$ cat src/rtl/iob_fifo_sync.sv
// iob_fifo_sync: synchronous FIFO controller driving an external
// two-port RAM (one write port, one registered read port, 1-cycle latency).
//
// Ports:
//   clk, rst_n                   clock, async active-low reset
//   w_en, w_data, w_full         push side
//   r_en, r_data, r_valid        pop side, data valid the cycle after pop
//   r_empty, level               status from registered occupancy
//   ext_mem_w_en/_addr/_data     RAM write port strobes
//   ext_mem_r_en/_addr           RAM read port strobes
//   ext_mem_r_data               RAM registered read data
module iob_fifo_sync #(
    parameter int DATA_W = 8,
    parameter int ADDR_W = 4
) (
    input  logic              clk,
    input  logic              rst_n,
    input  logic              w_en,
    input  logic [DATA_W-1:0] w_data,
    output logic              w_full,
    input  logic              r_en,
    output logic [DATA_W-1:0] r_data,
    output logic              r_valid,
    output logic              r_empty,
    output logic [ADDR_W:0]   level,
    output logic              ext_mem_w_en,
    output logic [ADDR_W-1:0] ext_mem_w_addr,
    output logic [DATA_W-1:0] ext_mem_w_data,
    output logic              ext_mem_r_en,
    output logic [ADDR_W-1:0] ext_mem_r_addr,
    input  logic [DATA_W-1:0] ext_mem_r_data
);

    localparam logic [ADDR_W:0] FULL_LVL = {1'b1, {ADDR_W{1'b0}}};

    logic [ADDR_W-1:0] wptr;
    logic [ADDR_W-1:0] rptr;
    logic [ADDR_W:0]   level_q;
    logic              r_valid_q;
    logic              push;
    logic              pop;

    assign w_full  = (level_q == FULL_LVL);
    assign r_empty = (level_q == '0);

    // Gated by rst_n so the RAM sees no strobe while reset is held.
    assign push = w_en & ~w_full & rst_n;
    assign pop  = r_en & ~r_empty & rst_n;

    assign ext_mem_w_en   = push;
    assign ext_mem_w_addr = wptr;
    assign ext_mem_w_data = w_data;
    assign ext_mem_r_en   = pop;
    assign ext_mem_r_addr = rptr;

    assign r_data  = ext_mem_r_data;
    assign r_valid = r_valid_q;
    assign level   = level_q;

    always_ff @(posedge clk or negedge rst_n) begin
        if (!rst_n) begin
            wptr      <= '0;
            rptr      <= '0;
            level_q   <= '0;
            r_valid_q <= 1'b0;
        end else begin
            r_valid_q <= pop;
            if (push) wptr <= wptr + ADDR_W'(1);
            if (pop)  rptr <= rptr + ADDR_W'(1);
            unique case ({push, pop})
                2'b10:   level_q <= level_q + (ADDR_W+1)'(1);
                2'b01:   level_q <= level_q - (ADDR_W+1)'(1);
                default: level_q <= level_q;
            endcase
        end
    end

endmodule

$ cat config.mk
export PLATFORM = sky130hd
export DESIGN_NAME = iob_fifo_sync
export DESIGN_NICKNAME = d
export VERILOG_FILES = /design/src/rtl/iob_fifo_sync.sv
export SDC_FILE = /design/constraint.sdc
export NUM_CORES = 1
export LEC_CHECK = 0
export CAP_MARGIN = 5
export CORE_AREA = 2 2 68 44
export DETAILED_ROUTE_END_ITERATION = 8
export DIE_AREA = 0 0 70 46
export GPL_ROUTABILITY_DRIVEN = 0
export GPL_TIMING_DRIVEN = 1
export HOLD_SLACK_MARGIN = 0.02
export PLACE_DENSITY = 0.78
export SYNTH_ARGS = -nofsm -noshare
export SYNTH_HDL_FRONTEND = slang
export SYNTH_SLANG_ARGS = --single-unit
$ cat constraint.sdc
create_clock -name clk -period 3.33 [get_ports clk]
set_input_delay 0.333 -clock clk [delete_from_list [all_inputs] [get_ports clk]]
set_output_delay 0.333 -clock clk [all_outputs]
set_load 0.005 [all_outputs]
==> metrics.md, run 1 <==
| Metric | Value |
|---|---|
| GR Overflow Total | 0 |
| Static leakage | 0.4556 nW |
| TNS Setup | 0 ns |
| Initial DRC Count | 11 |
| Max Slew Vio Count | 0 |
| Routed Antenna Nets | 0 |
| VDD IR max | 332.1 uV |
| Root Buffer | clkbuf_8 |
| Worst EP required | 3.46 ns |
| Placed Instance Area | 1079 um^2 |
| Inserted Diodes | 0 |
| Clock Latency Late Sink | 0.25 ns |
| Multi-input logic area | 452.9 um^2 |
| Crit path launch type | flop |
| Synth top cells by count | buf_4 (16), dfrtp_1 (14), a21oi_1 (6), ha_1 (6) |
| Layout Cells excl Fill | 131 |
| Vias per cell | 5.115 |
| Min-delay worst type | in2async |
| Mapped cell area | 945.9 um^2 |
| Fillers | 256 |
| DP Worst Slack | 0.3678 ns |
| Yosys reg bits | 14 |
| Unrepaired setup endpoints after global routing | false |
| Slew HR | 70.13% |
| DIE WIDTH | 70 um |
| Max Cap Viol | 0 |
| Total number of yosys warnings | 0 |
| Area contributors post-synth | dfrtp_1 (37%), buf_4 (13%), ha_1 (7.9%) |
| Design Power | 1.006 mW |
| Gate Count Post-Synth | 89 |
| Storage element area | 350.3 um^2 |
| Routed WL per cell | 13.54 um |
| Gr usage total | 12.17% |
| Util after Layout | 42.54% |
| Fin area | 1134 um^2 |
| Area of the core | 2665 um^2 |
| WHS | 0.4652 ns |
| Clk sinks | 14 |
| Final WL | 1.774 mm |
| Post-route minimum period | 2.974 ns |
| I/O pin count | 54 |
| First-pass GRT wire length | 2.953 mm |
| Clk buf depth | 2 |
| Synth area leader | dfrtp_1 |
| Outcome | complete, no violations |
| Die ar. | 3220 um^2 |
| Critical Path Max Stage Delay | 0.60 ns |
| Post-CTS resize count | 0 |
| Crit Path Category | reg2reg |
| Crit path max fanout | 10 |
| Rows | 15 |
| Antenna violations before repair | 0 |
| Drt pass-1 iters | 2 |
| CP Cell Sequence | or4_4 -> o211ai_4 -> inv_1 -> ha_1 -> ha_1 -> or4b_1 -> o311ai_1 -> o211ai_1 |
| Share of cells above drive strength 1 | 11.34% |
| CP Buf/Inv Count | 1 |
| Most common cell in the netlist | buf_4 |
| Setup violations, final | 0 |
| Postcts setup bufs | 0 |
| PD cells | 887.1 nW/um^2 |
| Setup Skew | 0.0009328 ns |
| # port buffers | 21 |
| Post-synthesis sequential area ratio | 37.04% |
| Worst-Margin Slew | 0.4481 ns |
| Unique masters post-synth | 30 |
| Fin. Hold Viols | 0 |
| Cell family with most CP delay | simple AND/OR/NAND/NOR gates |
| Via count | 670 |
| FMAX | 0.3363 GHz |
| CTS buffer count | 3 |
| Final HPWL DP | 1.303 mm |
| Pin count of the biggest net entering global routing | 19 |
| Final WS setup | 0.3565 ns |
| Slowest CP cell | or4_4 |
| Die H | 46 um |
| Initial Utilization | 35.49% |
| Hold_buf cts | 0 |
| Primary FF master, synth | dfrtp_1 |
| Area growth syn-to-layout | 19.84% |
| Post-synth EDFFs | 0 |
| CTS tree | built |
| Nets@finish | 125 |
| Top cell by count, worst path | ha_1 |
| H-tree depth | 1 |
| Crit share post-route | 89.30% |
| Placed insts | 127 |
| Crit end category | flop |
| Synth top area share | 37.04% |
| Clock slew at reported path FFs | 0.06 ns |
| Number of global-route vias before repair | 608 |
| Drc violations | 0 |
| Post-synth ARST share | 100.0% |
| Syn_area_per_cell | 10.63 um^2 |
| Net Count, Synth | 116 |
| Data arrival, critical path | 3.10 ns |
-- registers in the layout (all words and copies together), names as in the netlist --
register,flops
r_valid,1
ext_mem_w_addr,4
level,5
ext_mem_r_addr,4
-- report_power, final --
group,internal [mW],switching [mW]
Clock,0.105,0.0624
Combinational,0.287,0.175
Sequential,0.253,0.123
Total,0.645,0.360
-- area by class of cell --
| type | count | share of cell area, % |
|---|---|---|
| multi-input cells | 53 | 39.96 |
| well taps | 34 | 3.753 |
| inverters | 4 | 1.325 |
| repair buffers | 22 | 19.21 |
| flip-flops and latches | 14 | 30.91 |
| clock buffers | 4 | 4.857 |
-- layout by cell type, fill, tap and decap left out --
master           synthesis  routed
and4_1                   1       1
o311ai_1                 1       1
and2_1                   1       1
nand2_1                  2       2
xor2_1                   3       3
a21oi_1                  6       6
nor2_1                   1       1
mux2_1                   2       2
clkbuf_8                 0       4
ha_1                     6       6
a2111o_1                 1       1
mux2_2                   2       2
inv_1                    3       3
nor4_2                   1       1
xnor2_1                  5       5
nor3b_1                  5       5
buf_4                   16       1
or4b_1                   1       1
o211ai_4                 1       1
o21ai_0                  2       2
nand3_1                  5       5
or4_1                    1       1
fa_1                     1       1
inv_2                    1       1
o2111ai_1                1       1
or4_4                    1       1
dfrtp_1                 14      14
o211ai_1                 2       2
clkdlybuf4s50_1          0      21
a211oi_1                 1       1
-- metal layers --
| metal | track usage, % | share of wire [%] | vias to the layer above |
|---|---|---|---|
| li1 | - | - | 323 |
| met1 | 16.53 | 51 | 316 |
| met2 | 16.76 | 41 | 24 |
| met3 | 5.088 | 6.4 | 7 |
| met4 | 5.769 | 1.2 | 0 |
| met5 | 0 | 0 | - |
-- kinds of logic (layout without fill, tap and decap cells) --
logic type	after synthesis	after routing	share of synthesized area, %
compound gates	15	15	11.90
xor+xnor	8	8	7.408
fa+ha+maj	7	7	10.05
buf+inv	22	30	15.08
flops	14	14	37.04
mux	4	4	4.762
simple gates	19	19	13.76
-- path summary, 6_finish.rpt --
path	from	endpoint	slack (ns)	cells after the start
worst max-delay path	level[3]	level[4]	0.36	8
worst min-delay path	rst_n	ext_mem_r_addr[2]	0.47	2
worst max register to register	level[3]	level[4]	0.36	8
worst min register to register	ext_mem_w_addr[3]	ext_mem_w_addr[3]	0.47	1
max in group asynchronous	rst_n	r_valid	2.68	2
min in group clk	ext_mem_w_addr[3]	ext_mem_w_addr[3]	0.47	1
Power figures use the tool's default switching activity.
==> inputs of run 2 (changes only) <==
--- a/config.mk
+++ b/config.mk
@@ -6,13 +6,15 @@
 export NUM_CORES = 1
 export LEC_CHECK = 0
 export CAP_MARGIN = 5
-export CORE_AREA = 2 2 68 44
+export CORE_AREA = 2 2 66 43
 export DETAILED_ROUTE_END_ITERATION = 8
-export DIE_AREA = 0 0 70 46
+export DIE_AREA = 0 0 68 45
 export GPL_ROUTABILITY_DRIVEN = 0
 export GPL_TIMING_DRIVEN = 1
 export HOLD_SLACK_MARGIN = 0.02
-export PLACE_DENSITY = 0.78
+export PLACE_DENSITY = 0.82
+export SETUP_SLACK_MARGIN = 0.5
+export SLEW_MARGIN = 20
 export SYNTH_ARGS = -nofsm -noshare
 export SYNTH_HDL_FRONTEND = slang
 export SYNTH_SLANG_ARGS = --single-unit
==> constraint.sdc (replaced) <==
create_clock -name clk -period 3.8 [get_ports clk]
set_input_delay 0.38 -clock clk [delete_from_list [all_inputs] [get_ports clk]]
set_output_delay 0.38 -clock clk [all_outputs]
set_load 0.005 [all_outputs]
==> run 2 against run 1 <==
- critical path depth is the same
- total power down 15%
- maximum frequency fell by 0.17%
- die area shrank 5.0%
- core utilization grew 3.7 points
- cell count down 2.3%
- final area down 1.4%
- routed wire length rose by 2.2%
- first-iteration DRC count rose by 140%
- sequential power shrank 13%
==> metrics.md, run 2 (synthesis results as in run 1) <==
| Metric | Value |
|---|---|
| Flop pwr share | 38.1% (was 37.4%) |
| DIE WIDTH | 68 um (was 70 um) |
| Design Power | 854.9 uW (was 1.006 mW) |
| Clk buf depth | 2 (unchanged) |
| Max Cap Viol | 0 (unchanged) |
| Antenna violations before repair | 0 (unchanged) |
| Clock slew at reported path FFs | 0.05 ns (was 0.06 ns) |
| Hold_sp | ext_mem_w_addr[3] |
| Number of global-route vias before repair | 688 (was 608) |
| Drt pass-1 iters | 4 (was 2) |
| Layout Cells excl Fill | 128 (was 131) |
| Min-delay worst type | reg2reg (was in2async) |
| M1 WL | 807 um (was 910 um) |
| Setup Skew | 0.001595 ns (was 0.0009328 ns) |
| Initial DRC Count | 26 (was 11) |
| Clock share of power | 13.6% (was 16.6%) |
| TNS Setup | 0 ns (unchanged) |
| Post-route minimum period | 2.979 ns (was 2.974 ns) |
| Postcts setup bufs | 0 (unchanged) |
| Worst-Margin Slew | 0.4263 ns (was 0.4481 ns) |
| Crit share post-route | 78.38% (was 89.30%) |
| PD cells | 765.1 nW/um^2 (was 887.1 nW/um^2) |
| Crit path launch type | flop (unchanged) |
| Crit end category | flop (unchanged) |
| Placed insts | 125 (was 127) |
| Reg2reg setup slack | 0.82 ns (was 0.36 ns) |
| Max Slew Vio Count | 0 (unchanged) |
| CTS buffer count | 3 (unchanged) |
| Die ar. | 3060 um^2 (was 3220 um^2) |
| Util after Layout | 46.22% (was 42.54%) |
| Fin. Hold Viols | 0 (unchanged) |
| First-pass GRT wire length | 3.042 mm (was 2.953 mm) |
| FMAX | 0.3357 GHz (was 0.3363 GHz) |
| Net switching power figure | 310.3 uW (was 360.4 uW) |
| Post-CTS resize count | 0 (unchanged) |
| Rows | 14 (was 15) |
| I/O pin count | 54 (unchanged) |
| CP Launch Point | level[3] (unchanged) |
| Most common cell after layout, fill and taps aside | clkdlybuf4s50_1 (unchanged) |
| Static leakage | 0.4484 nW (was 0.4556 nW) |
| Commonest cells after routing, fill and taps aside | clkdlybuf4s50_1 (21), dfrtp_1 (14), a21oi_1 (6), ha_1 (6) (unchanged) |
| Share of cells above drive strength 1 | 10.42% (was 11.34%) |
| Worst R2R Start | level[3] (unchanged) |
| Crit Path Category | reg2reg (unchanged) |
| # port buffers | 21 (unchanged) |
| Vias per cell | 5.266 (was 5.115) |
| Clock Latency Late Sink | 0.24 ns (was 0.25 ns) |
| Root Buffer | clkbuf_8 (unchanged) |
| Nets@finish | 125 (unchanged) |
| Gr usage total | 13.39% (was 12.17%) |
| Worst EP required | 3.91 ns (was 3.46 ns) |
| Area of the core | 2417 um^2 (was 2665 um^2) |
| H-tree depth | 1 (unchanged) |
| Drc violations | 0 (unchanged) |
| VDD IR max | 196.0 uV (was 332.1 uV) |
| Routed Antenna Nets | 0 (unchanged) |
| Met3 routed WL | 112 um (was 113 um) |
| Gate power share | 48.3% (was 45.9%) |
| Met2 wire len | 876 um (was 728 um) |
| Slew HR | 71.58% (was 70.13%) |
| Initial Utilization | 39.13% (was 35.49%) |
| Area growth syn-to-layout | 18.12% (was 19.84%) |
| Inserted Diodes | 0 (unchanged) |
| Max reg flops | 5 (unchanged) |
| Highest metal used | met4 (unchanged) |
| Hold_buf cts | 0 (unchanged) |
| Clk sinks | 14 (unchanged) |
| Via count | 674 (was 670) |
| Data arrival, critical path | 3.09 ns (was 3.10 ns) |
| Setup violations, final | 0 (unchanged) |
| Outcome | complete, no violations (unchanged) |
| Cell Int Power | 544.6 uW (was 645.2 uW) |
| Routed WL per cell | 14.16 um (was 13.54 um) |
| Net Sw Frac | 36.30% (was 35.84%) |
| GR Overflow Total | 0 (unchanged) |
| Final WL | 1.813 mm (was 1.774 mm) |
| Final HPWL DP | 1.385 mm (was 1.303 mm) |
| Pin count of the biggest net entering global routing | 19 (unchanged) |
| CTS tree | built (unchanged) |
| Die H | 45 um (was 46 um) |
| Crit path max fanout | 10 (unchanged) |
| Unrepaired setup endpoints after global routing | false (unchanged) |
==> run 2: path summary, 6_finish.rpt <==
kind	to	cells after the start
max	level[4]	8
min	ext_mem_w_addr[3]	1
max reg2reg	level[4]	8
min reg2reg	ext_mem_w_addr[3]	1
max in group asynchronous	ext_mem_r_addr[0]	2
min in group asynchronous	level[0]	2
==> run 2: per-layer routing <==
metal / GRT usage, % / up-vias
met3: 3.990 / 4
met5: 0 / -
li1: - / 317
met1: 14.89 / 324
met4: 5.200 / 0
met2: 24.27 / 29
==> run 2: through the flow <==
stage          area (um^2)  setup WS [ns]  hold WS, ns
2_1_floorplan        945.9          1.053      0.08441
3_3_place_gp          1076         0.9088       0.4566
3_5_place_dp          1076         0.8049       0.4614
4_1_cts               1117         0.8125       0.4727
5_1_grt               1117         0.6759       0.4886
6_report              1117         0.8214       0.4669
==> run 2: final cells by class <==
cell class / count / area (um^2)
inverter: 4 / 15.01
multi-input combinational: 53 / 452.9
sequential: 14 / 350.3
clock buffer: 3 / 41.29
fill: 217 / 1300
tap: 32 / 40.04
timing repair buffer: 22 / 217.7
==> run 2: power groups by stage <==
stage	registers (mW)	clock network, mW	logic (mW)
2_1_floorplan	0.307	0	0.228
3_3_place_gp	0.322	0	0.399
5_1_grt	0.339	0.126	0.464
3_5_place_dp	0.327	0	0.415
4_1_cts	0.325	0.119	0.417
6_report	0.326	0.117	0.413
==> run 2: worst max-delay path, stage by stage, from the launching register on <==
cell and delay [ns]:
dfrtp_1 0.44, or4_4 0.60, o211ai_4 0.21, inv_1 0.11, ha_1 0.33, ha_1 0.41, or4b_1 0.52, o311ai_1 0.11
o211ai_1 0.12
==> inputs of run 3 (changes only) <==
--- a/config.mk
+++ b/config.mk
@@ -6,13 +6,13 @@
 export NUM_CORES = 1
 export LEC_CHECK = 0
 export CAP_MARGIN = 5
-export CORE_AREA = 2 2 66 43
+export CORE_AREA = 2 2 68 44
 export DETAILED_ROUTE_END_ITERATION = 8
-export DIE_AREA = 0 0 68 45
+export DIE_AREA = 0 0 70 46
 export GPL_ROUTABILITY_DRIVEN = 0
 export GPL_TIMING_DRIVEN = 1
 export HOLD_SLACK_MARGIN = 0.02
-export PLACE_DENSITY = 0.82
+export PLACE_DENSITY = 0.78
 export SETUP_SLACK_MARGIN = 0.5
 export SLEW_MARGIN = 20
 export SYNTH_ARGS = -nofsm -noshare
==> constraint.sdc (replaced) <==
create_clock -name clk -period 3 [get_ports clk]
set_input_delay 0.3 -clock clk [delete_from_list [all_inputs] [get_ports clk]]
set_output_delay 0.3 -clock clk [all_outputs]
set_load 0.005 [all_outputs]
==> run 3 against run 2 <==
- critical path depth rose by 1
- sequential power rose by 23%
- cell count rose by 15%
- routed wire length rose by 19%
- register-to-register slack got worse by 0.36 ns
- setup slack got worse by 0.36 ns
- maximum frequency rose by 17%
- total power rose by 50%
- final area rose by 19%
- largest cell class unchanged
==> metrics.md, run 3 (synthesis results as in run 1) <==
| Metric | Value |
|---|---|
| Net Sw Frac | 35.67% (was 36.30%) |
| CTS buffer count | 3 (unchanged) |
| CP Buf/Inv Count | 2 (was 1) |
| Crit share post-route | 84.55% (was 78.38%) |
| Number of global-route vias before repair | 740 (was 688) |
| Max Slew Vio Count | 0 (unchanged) |
| VDD IR max | 298.4 uV (was 196.0 uV) |
| Share of cells above drive strength 1 | 33.63% (was 10.42%) |
| Routed WL per cell | 14.73 um (was 14.16 um) |
| Worst R2R End | level[3] (was level[4]) |
| Data arrival, critical path | 2.72 ns (was 3.09 ns) |
| Min-delay worst type | reg2reg (unchanged) |
| Setup Skew | 0.005615 ns (was 0.001595 ns) |
| WP depth | 9 (was 8) |
| Vias per cell | 5.054 (was 5.266) |
| Rows | 15 (was 14) |
| I/O pin count | 54 (unchanged) |
| Gate power share | 56.3% (was 48.3%) |
| Initial Utilization | 35.49% (was 39.13%) |
| Nets@finish | 141 (was 125) |
| Flop pwr share | 31.2% (was 38.1%) |
| Reg2reg path depth | 9 (was 8) |
| PD cells | 965.9 nW/um^2 (was 765.1 nW/um^2) |
| Crit path launch type | flop (unchanged) |
| Die ar. | 3220 um^2 (was 3060 um^2) |
| Clk buf depth | 2 (unchanged) |
| Setup violations, final | 0 (unchanged) |
| Post-route minimum period | 2.537 ns (was 2.979 ns) |
| Commonest cells after routing, fill and taps aside | clkdlybuf4s50_1 (21), buf_4 (17), dfrtp_1 (11) (was clkdlybuf4s50_1 (21), dfrtp_1 (14), a21oi_1 (6), ha_1 (6)) |
| Die H | 46 um (was 45 um) |
| Placed Instance Area | 1122 um^2 (was 1076 um^2) |
| End of the critical path | level[3] (was level[4]) |
| Root Buffer | clkbuf_8 (unchanged) |
| Net switching power figure | 457.4 uW (was 310.3 uW) |
| Hold_buf cts | 0 (unchanged) |
| Critical Path Max Stage Delay | 0.56 ns (was 0.60 ns) |
| Clock Latency Late Sink | 0.25 ns (was 0.24 ns) |
| Inserted Diodes | 0 (unchanged) |
| Via count | 743 (was 674) |
| DP Worst Slack | 0.3138 ns (was 0.8049 ns) |
| Antenna violations before repair | 0 (unchanged) |
| Final WL | 2.165 mm (was 1.813 mm) |
| Max reg flops | 5 (unchanged) |
| Clock slew at reported path FFs | 0.06 ns (was 0.05 ns) |
| Worst EP required | 3.18 ns (was 3.91 ns) |
| Area growth syn-to-layout | 40.34% (was 18.12%) |
| Most common cell after layout, fill and taps aside | clkdlybuf4s50_1 (unchanged) |
| Cell family with most CP delay | simple AND/OR/NAND/NOR gates (unchanged) |
| Final WS setup | 0.4634 ns (was 0.8214 ns) |
| Static leakage | 0.5279 nW (was 0.4484 nW) |
| Clk sinks | 14 (unchanged) |
| Unrepaired setup endpoints after global routing | true (was false) |
| Routed Antenna Nets | 0 (unchanged) |
| Cell Int Power | 824.8 uW (was 544.6 uW) |
| Initial DRC Count | 1 (was 26) |
| Slew HR | 70.78% (was 71.58%) |
| Pin count of the biggest net entering global routing | 18 (was 19) |
| Worst R2R Start | level[3] (unchanged) |
| Reg2reg setup slack | 0.46 ns (was 0.82 ns) |
| Max Cap Viol | 0 (unchanged) |
| CP Launch Point | level[3] (unchanged) |
| Final HPWL DP | 1.491 mm (was 1.385 mm) |
| CP Cell Sequence | or4_4 -> o211ai_4 -> inv_2 -> ha_4 -> buf_4 -> ha_4 -> a21oi_1 -> or4_1 -> nand3_1 (was or4_4 -> o211ai_4 -> inv_1 -> ha_1 -> ha_1 -> or4b_1 -> o311ai_1 -> o211ai_1) |
| Drt pass-1 iters | 2 (was 4) |
| Gr usage total | 14.49% (was 13.39%) |
| # port buffers | 21 (unchanged) |
| DIE WIDTH | 70 um (was 68 um) |
| H-tree depth | 1 (unchanged) |
| Slowest CP cell | or4_4 (unchanged) |
| Clock share of power | 12.5% (was 13.6%) |
| Crit Path Category | reg2reg (unchanged) |
| Area of the core | 2665 um^2 (was 2417 um^2) |
| Fin area | 1328 um^2 (was 1117 um^2) |
| TNS Setup | 0 ns (unchanged) |
| Drc violations | 0 (unchanged) |
| Crit path max fanout | 6 (was 10) |
| CTS tree | built (unchanged) |
| First-pass GRT wire length | 3.415 mm (was 3.042 mm) |
| FMAX | 0.3942 GHz (was 0.3357 GHz) |
| WHS | 0.4679 ns (was 0.4669 ns) |
| Fin. Hold Viols | 0 (unchanged) |
| Outcome | complete, no violations (unchanged) |
| GR Overflow Total | 0 (unchanged) |
| Worst-Margin Slew | 0.4382 ns (was 0.4263 ns) |
| Top cell by count, worst path | ha_4 (was ha_1) |
| Crit end category | flop (unchanged) |
-- run 3: cell types whose count changed in the layout (fill, tap and decap cells not counted), moves of 3 or more --
cell     before  now
buf_4         1   17
dfrtp_1      14   11
dfrtp_2       0    3
ha_1          6    2
ha_4          0    4
-- run 3: layer usage --
metal  vias up  global-route usage [%]  share of wire [%]
met5         -                       0                  0
met2        23                   27.43                 49
met1       360                   14.54                 43
li1        352                       -                  -
met4         0                   5.000               0.79
met3         8                   6.858                6.6
-- run 3: through the flow --
| step | util, % | total power, mW | instances |
|---|---|---|---|
| floorplan | - | 0.6985 | 89 |
| global placement | 42.11 | 0.9586 | 129 |
| detailed placement | 42.11 | 0.9885 | 129 |
| CTS | 47.89 | 1.250 | 144 |
| global route | 49.81 | 1.392 | 147 |
| finish | 49.81 | 1.282 | 147 |
-- run 3: cell type report --
type                            count  area (um^2)
Timing Repair Buffer               38        337.8
Tap cell                           34        42.54
Inverter                            4        15.01
Multi-Input combinational cell     53        533.0
Clock buffer                        4        45.04
Sequential cell                    14        354.1
Fill cell                         237         1338
-- run 3: power by group through the flow --
stage / logic (mW) / clock network [mW] / registers [mW]
final: 0.722 / 0.160 / 0.400
after detailed placement: 0.578 / 0 / 0.410
after global routing: 0.795 / 0.182 / 0.416
after global placement: 0.556 / 0 / 0.402
after floorplan: 0.304 / 0 / 0.395
after CTS: 0.686 / 0.167 / 0.397
-- run 3: worst min-delay path by stage --
stage | start | endpoint | slack, ns | cells past startpoint
2_1_floorplan | rst_n | ext_mem_r_addr[0] | 0.004 | 0
3_3_place_gp | ext_mem_w_addr[3] | ext_mem_w_addr[3] | 0.46 | 1
3_5_place_dp | ext_mem_w_addr[3] | ext_mem_w_addr[3] | 0.47 | 1
4_1_cts | ext_mem_w_addr[3] | ext_mem_w_addr[3] | 0.48 | 1
5_1_grt | ext_mem_w_addr[3] | ext_mem_w_addr[3] | 0.49 | 1
6_report | ext_mem_w_addr[3] | ext_mem_w_addr[3] | 0.47 | 1
-- run 3: timing repair --
item                       CTS  global route
gates resized for setup      6             4
setup endpoints to repair    2             2
setup buffers               11             3
pin swaps                    5             7
